## config.mk

```make
export PLATFORM = sky130hd
export DESIGN_NAME = barcode_tx
export DESIGN_NICKNAME = d
export VERILOG_FILES = /design/src/rtl/barcode_tx.sv
export SDC_FILE = /design/constraint.sdc
export NUM_CORES = 1
export LEC_CHECK = 0
export ABC_CLOCK_PERIOD_IN_PS = 2400
export BUFFER_PORTS_ARGS = -buffer_cell sky130_fd_sc_hd__buf_2
export CORE_MARGIN = 2
export CORE_UTILIZATION = 59
export DETAILED_ROUTE_END_ITERATION = 6
export PLACE_DENSITY = 0.89
export SLEW_MARGIN = 20
export SYNTH_ARGS = -nofsm -noshare
export SYNTH_HDL_FRONTEND = slang
export SYNTH_SLANG_ARGS = --single-unit
```

## constraint.sdc

```tcl
create_clock -name clk -period 2.4 [get_ports clk]
set_clock_uncertainty 0.1 [all_clocks]
set_input_delay 0.24 -clock clk [delete_from_list [all_inputs] [get_ports clk]]
set_output_delay 0.24 -clock clk [all_outputs]
set_load 0.005 [all_outputs]
```

## src/rtl/barcode_tx.sv

```systemverilog
// Barcode stimulus transmitter: start pulse plus eight MSB-first pulse-width bits on BC.
// Optional ID range check is enabled by defining BC_TX_ID_CHK_EN.
module barcode_tx #(
   parameter int T_CYC = 512
) (
   input  logic       clk,
   input  logic       rst_n,
   input  logic       send,
   input  logic [7:0] ID,
   output logic       BC,
   output logic       busy,
   output logic       done,
   output logic       err
);

   typedef enum logic [2:0] {
      S_IDLE,
      S_START_LO,
      S_START_HI,
      S_BIT_LO,
      S_BIT_HI,
      S_GUARD
   } state_t;

   // Terminal counts: each phase lasts (constant + 1) cycles from cnt = 0.
   localparam logic [21:0] CNT_T     = 22'(T_CYC - 1);
   localparam logic [21:0] CNT_HALF  = 22'(T_CYC / 2 - 1);
   localparam logic [21:0] CNT_3HALF = 22'(3 * T_CYC / 2 - 1);
   localparam logic [21:0] CNT_2T    = 22'(2 * T_CYC - 1);

   state_t      state_q, state_d;
   logic [21:0] cnt_q, cnt_d;
   logic [2:0]  bit_idx_q, bit_idx_d;
   logic [7:0]  sr_q, sr_d;
   logic        bc_q, bc_d;
   logic        busy_q, busy_d;
   logic        done_q, done_d;
`ifdef BC_TX_ID_CHK_EN
   logic        err_q, err_d;
`endif

   logic [21:0] lo_end, hi_end;

   // A 1-bit is a short low followed by a long high; a 0-bit the reverse.
   assign lo_end = sr_q[7] ? CNT_HALF : CNT_3HALF;
   assign hi_end = sr_q[7] ? CNT_3HALF : CNT_HALF;

   always_comb begin
      state_d   = state_q;
      cnt_d     = cnt_q + 22'd1;
      bit_idx_d = bit_idx_q;
      sr_d      = sr_q;
      bc_d      = bc_q;
      busy_d    = busy_q;
      done_d    = 1'b0;
`ifdef BC_TX_ID_CHK_EN
      err_d     = err_q;
`endif
      case (state_q)
         S_IDLE: begin
            cnt_d = '0;
            bc_d  = 1'b1;
            if (send) begin
`ifdef BC_TX_ID_CHK_EN
               if (ID[7:6] != 2'b00) begin
                  err_d = 1'b1;
               end else begin
                  err_d     = 1'b0;
                  sr_d      = ID;
                  bit_idx_d = '0;
                  state_d   = S_START_LO;
                  bc_d      = 1'b0;
                  busy_d    = 1'b1;
               end
`else
               sr_d      = ID;
               bit_idx_d = '0;
               state_d   = S_START_LO;
               bc_d      = 1'b0;
               busy_d    = 1'b1;
`endif
            end
         end
         S_START_LO: begin
            if (cnt_q == CNT_T) begin
               state_d = S_START_HI;
               cnt_d   = '0;
               bc_d    = 1'b1;
            end
         end
         S_START_HI: begin
            if (cnt_q == CNT_T) begin
               state_d = S_BIT_LO;
               cnt_d   = '0;
               bc_d    = 1'b0;
            end
         end
         S_BIT_LO: begin
            if (cnt_q == lo_end) begin
               state_d = S_BIT_HI;
               cnt_d   = '0;
               bc_d    = 1'b1;
            end
         end
         S_BIT_HI: begin
            if (cnt_q == hi_end) begin
               cnt_d     = '0;
               sr_d      = {sr_q[6:0], 1'b0};
               bit_idx_d = bit_idx_q + 3'd1;
               if (bit_idx_q == 3'd7) begin
                  state_d = S_GUARD;
               end else begin
                  state_d = S_BIT_LO;
                  bc_d    = 1'b0;
               end
            end
         end
         S_GUARD: begin
            if (cnt_q == CNT_2T) begin
               state_d = S_IDLE;
               cnt_d   = '0;
               done_d  = 1'b1;
               busy_d  = 1'b0;
            end
         end
         default: begin
            state_d = S_IDLE;
            cnt_d   = '0;
            bc_d    = 1'b1;
            busy_d  = 1'b0;
         end
      endcase
   end

   always_ff @(posedge clk or negedge rst_n) begin
      if (!rst_n) begin
         state_q   <= S_IDLE;
         cnt_q     <= '0;
         bit_idx_q <= '0;
         sr_q      <= '0;
         bc_q      <= 1'b1;
         busy_q    <= 1'b0;
         done_q    <= 1'b0;
`ifdef BC_TX_ID_CHK_EN
         err_q     <= 1'b0;
`endif
      end else begin
         state_q   <= state_d;
         cnt_q     <= cnt_d;
         bit_idx_q <= bit_idx_d;
         sr_q      <= sr_d;
         bc_q      <= bc_d;
         busy_q    <= busy_d;
         done_q    <= done_d;
`ifdef BC_TX_ID_CHK_EN
         err_q     <= err_d;
`endif
      end
   end

   assign BC   = bc_q;
   assign busy = busy_q;
   assign done = done_q;
`ifdef BC_TX_ID_CHK_EN
   assign err  = err_q;
`else
   assign err  = 1'b0;
`endif

endmodule

```

=== Word level (Yosys, flattened, before mapping) ===
Index checks and enable logic that the tools add are counted.

* Flip-flop bits (word level): 39
* Bits in read-only memories: 0
* Memories: 0
* RAM bits: 0
* Bits in latches: 0
* Input bits: 11

* Multiplexer cells: 33
* Equality and inequality tests: 17
* Shift operators: 0
* Divide/modulo/power cells: 0
* $mul: 0
* Bitwise logic cells: 2
* Order comparisons: 0
* Reduce and logical (&&, ||, !) cells: 8
* $add $sub $neg: 2

{| class="wikitable"
|+ Operator list
! cell !! count
|-
| $mux W22 || 4
|-
| $pmux W22 S4 || 1
|-
| $eq A22 B10 Y1 || 2
|-
| $mux W3 || 9
|-
| $add A22 B1 Y22 const B || 1
|-
| $eq A22 B10 Y1 const B || 1
|-
| $eq A22 B9 Y1 const B || 1
|-
| $mux W10 || 2
|-
| $pmux W3 S6 || 1
|-
| $mux W8 || 2
|-
| $pmux W8 S2 || 1
|-
| $ne A2 B2 Y1 const B || 7
|-
| $reduce_and A6 Y1 || 2
|-
| $mux W1 || 10
|-
| $eq A3 B3 Y1 const B || 3
|-
| $eq A3 B2 Y1 const B || 2
|-
| $pmux W1 S6 || 1
|-
| $pmux W3 S2 || 1
|-
| $reduce_and A3 Y1 || 2
|-
| $reduce_or A4 Y1 || 1
|-
| $add A3 B1 Y3 const B || 1
|-
| $eq A3 B1 Y1 const B || 1
|-
| $logic_not A3 Y1 || 1
|-
| $pmux W1 S3 || 1
|-
| other kinds (3) || 4
|}

=== Logic depth before layout (Yosys ltp) ===
* Depth after elaboration: 4
* Gate-level depth with buffers: 7

=== Least setup slack after synthesis ===
Ideal clock, no wire load.

* Path kind: register to register
* Start point: register cnt_q[0]
* End point: register sr_q[1]
* Cell stages (with the launch flop): 7
* Data required time: 2.175 ns
* Data arrival time: 1.700 ns
* Library setup time: 0.125 ns
* Setup slack: 0.475 ns
* Path buffers: 0
* Path through: dfrtp_1 ha_1 nand2_1 nor3_4 nand4_2 nand2_2 mux2_2

* Cells in the longest elaborated chain, start to end: 3

{| class="wikitable"
|+ Ends and longest elaborated chain
! what !! RTL line !! source
|-
| start, declared || 32 || <nowiki>logic [21:0] cnt_q, cnt_d;</nowiki>
|-
| start signal, assigned || 149 || <nowiki>cnt_q <= cnt_d;</nowiki>
|-
| $eq A22 B10 Y1 || 106 || <nowiki>if (cnt_q == hi_end) begin</nowiki>
|-
| $ne A2 B2 Y1 (no source line) || - ||
|-
| $reduce_and A3 Y1 (no source line) || - ||
|-
| end signal, assigned || 151 || <nowiki>sr_q <= sr_d;</nowiki>
|-
| end, declared || 34 || <nowiki>logic [7:0] sr_q, sr_d;</nowiki>
|}

Every way passes these cells.
A chain may end at the register's enable or synchronous reset.

=== Worst setup path after layout ===
* Start point: register cnt_q[0]
* End point: register cnt_q[6]

* Cells in the longest elaborated chain, start to end: 3
* Elaborated cells on any way between the ends: 10
* Those cells by class: add/sub (1); eq/ne (4); mux (5)

{| class="wikitable"
|+ Ends and longest elaborated chain
! what !! RTL line !! source
|-
| $add A22 B1 Y22 (tied with other cells) || 50 || <nowiki>cnt_d = cnt_q + 22'd1;</nowiki>
|-
| $mux W22 (on tied branches) || - ||
|-
| $pmux W22 S4 (*) || 59 || <nowiki>case (state_q)</nowiki>
|-
| via cnt_d[6] || 32 ||
|}

The timed path passes the listed nets; every way through them passes the cells marked *.

==> impl_metrics.json <==
{
  "status": "complete, no violations",
  "slew_headroom_pct": 44.1,
  "synth_edf_count": 0,
  "tightest_slew_ps": 839,
  "max_cap_viol_count": 0,
  "max_stage_delay_ps": 440,
  "fp-row-count": 21,
  "n_antenna_cell": 0,
  "post_cts_buffers": 0,
  "cts_max_level": 2,
  "nets": 246,
  "wl_per_cell_um": 13.6,
  "syn_inst": 214,
  "die_w_um": 64.2,
  "grt_max_degree": 40,
  "synthDistinctLibCells": 43,
  "cp_slowest_cell": "dfrtp_1",
  "syn_area_um2": 2140,
  "first_pass_iters": 4,
  "grt_pass1_wl_um": 6820,
  "cp_common_cell": "nand2_1",
  "period_share_pct": 87.3,
  "ys_warn_count": 0,
  "wl_um": 3810,
  "drt_iter0_markers": 90,
  "max_freq_mhz": 477,
  "cts_buffer_depth": 2,
  "vias_per_cell": 5.60,
  "crit_required_ps": 2550,
  "finalSetupTns_ps": 0,
  "met3WireLength_um": 144,
  "syn2layout_area_growth_pct": 9.25,
  "power_density_nw_per_um2": 748,
  "clkSinkCount": 39,
  "syn_area_per_cell_um2": 9.99,
  "critPathBufInv": 1,
  "vias": 1562,
  "die-area_um2": 4120,
  "fill_cells": 246,
  "place_congestion": 0.813,
  "cts_tree": "yes",
  "ios": 15,
  "dp_hpwl_um": 2650,
  "drive_gt1_share_pct": 22.7,
  "worst_setup_path_end_kind": "flop",
  "cts_resized": 0,
  "cts_inserted_buffers": 5,
  "route.antenna.remaining_nets": 0,
  "drc": 0,
  "finalCriticalPeriod_ps": 2090,
  "antenna_found_initial": 0,
  "m1WireLength_um": 1750,
  "path_clk_slew_ps": 110,
  "synth_seq_cells": 39,
  "start_util_pct": 62.6,
  "cpLargestDelayFamily": "simple AND/OR/NAND/NOR gates",
  "grt_pass1_vias": 1527,
  "core_area_um2": 3420,
  "crit_type": "flop to flop",
  "arrival_ps": 2240,
  "crit_chain": "ha_1 -> nand2_1 -> nor3_4 -> nand2_1 -> a2bb2oi_4 -> buf_4 -> nor2_1",
  "async_flop_share_pct": 100,
  "setup_viol": 0,
  "ys.flop_type": "dfrtp_1",
  "leakage_nw": 1.02,
  "clk_latency_ps": 360,
  "peakVddDrop_v": 0.000484,
  "slew_violations": 0,
  "worstHoldPathType": "primary input to flop",
  "cp_max_fo": 22,
  "routed.top_layer": "met4",
  "gr-total-overflow": 0,
  "wl_met2_um": 1830,
  "rsz0062_at_grt": "false",
  "hold_viol": 0,
  "start_kind": "flop",
  "root_buffer": "clkbuf_4",
  "final_core_util_pct": 68.4,
  "yosysSeqAreaShare_pct": 45.7,
  "cts_hold_buf": 1,
  "fp.dieH_um": 64.2,
  "port_buffers": 13,
  "gr-usage-all-layers_pct": 21.6,
  "synth_fp_nets": 228
}
## Yosys cell counts, types with 2 or more instances
library cell	instances	area (µm²)
nor4_1	7	43.8
and3_1	4	25.0
dfrtp_1	38	951
nand3_1	13	65.1
a211oi_1	2	15.0
ha_1	3	37.5
clkbuf_1	2	7.51
buf_6	3	33.8
inv_1	7	26.3
o21ai_0	7	35.0
nor3_1	6	30.0
buf_4	2	15.0
nor2_1	31	116
nand3b_1	3	22.5
buf_2	2	10.0
nand2_1	13	48.8
a31oi_1	3	18.8
nand4_1	9	56.3
mux2_2	14	158
a21oi_1	3	15.0
xnor2_1	12	105
xor2_1	9	78.8
## stage by stage
step | cells | instance area, µm² | hold slack (ps) | power, mW | setup slack, ps
after floorplan | 214 | 2140 | -156 | 1.21 | 475
after global placement | 270 | 2240 | 287 | 1.26 | 413
after detailed placement | 270 | 2240 | 288 | 1.30 | 335
after CTS | 279 | 2340 | 81.6 | 1.76 | 313
after global routing | 279 | 2340 | 118 | 1.85 | 175
final | 279 | 2340 | 81.7 | 1.75 | 305
## power breakdown
| part | total [mW] | internal (mW) | switching [mW] | leakage [nW] |
|---|---|---|---|---|
| Sequential | 0.869 | 0.761 | 0.109 | 0.514 |
| Combinational | 0.415 | 0.190 | 0.225 | 0.456 |
| Clock | 0.462 | 0.246 | 0.216 | 0.0482 |
## path summary, 6_finish.rpt
path	from	end	slack, ps	depth (start not counted)
setup / recovery	cnt_q[0]$_DFF_PN0_	cnt_q[6]$_DFF_PN0_	310	7
max in group asynchronous	rst_n	cnt_q[12]$_DFF_PN0_	1260	2
hold reg to reg	BC$_DFFE_PN1P_	BC$_DFFE_PN1P_	380	2
min in group asynchronous	rst_n	cnt_q[10]$_DFF_PN0_	410	2
hold / removal	ID[0]	sr_q[0]$_DFFE_PN0P_	80	3
setup reg to reg	cnt_q[0]$_DFF_PN0_	cnt_q[6]$_DFF_PN0_	310	7
## worst min-delay path: cells and delay by family
kind            cells  cell delay [ps]
buf+inv             2              140
compound gates      1              100
## cell usage in the layout (no fill, tap or decap), types with 2 or more instances in the layout
cell,instances
a211oi_1,2
a21oi_1,3
a31oi_1,3
and3_1,4
buf_2,13
buf_4,6
clkbuf_4,5
dfrtp_1,38
ha_1,3
inv_1,7
mux2_2,14
nand2_1,13
nand3_1,13
nand3b_1,3
nand4_1,9
nor2_1,31
nor3_1,6
nor4_1,7
o21ai_0,7
xnor2_1,12
xor2_1,9
## sequential cells by signal, indices dropped and copies added (netlist names)
name       count
BC             1
done           1
cnt_q         22
sr_q           8
busy           1
state_q        3
bit_idx_q      3
## layer usage
layer | up-vias | track usage [%]
met5 | - | 0
met4 | 0 | 11.4
met3 | 10 | 6.16
met2 | 32 | 34.6
met1 | 738 | 26.5
li1 | 782 | -
## cells by family after synthesis
group                    Yosys count  share of synthesized area [%]
XOR/XNOR                          22                           9.36
AND/OR/NAND/NOR                   97                           23.5
AO/OA/AOI/OAI                     20                           6.67
multiplexers                      16                           8.54
flip-flops                        39                           45.7
adder cells (fa/ha/maj)            3                           1.76
other                              1                          0.175
buffers and inverters             16                           4.33
## cell type report
class                      count  area (µm²)  share of cell area [%]
tap                           46        57.6                    2.46
timing repair buffer          20         120                    5.14
clock buffer                   6        51.3                    2.20
multi-input combinational    159        1070                    45.7
sequential                    39         977                    41.8
inverter                       7        26.3                    1.12
clock inverter                 2        35.0                    1.50
Power figures use the tool's default switching activity.
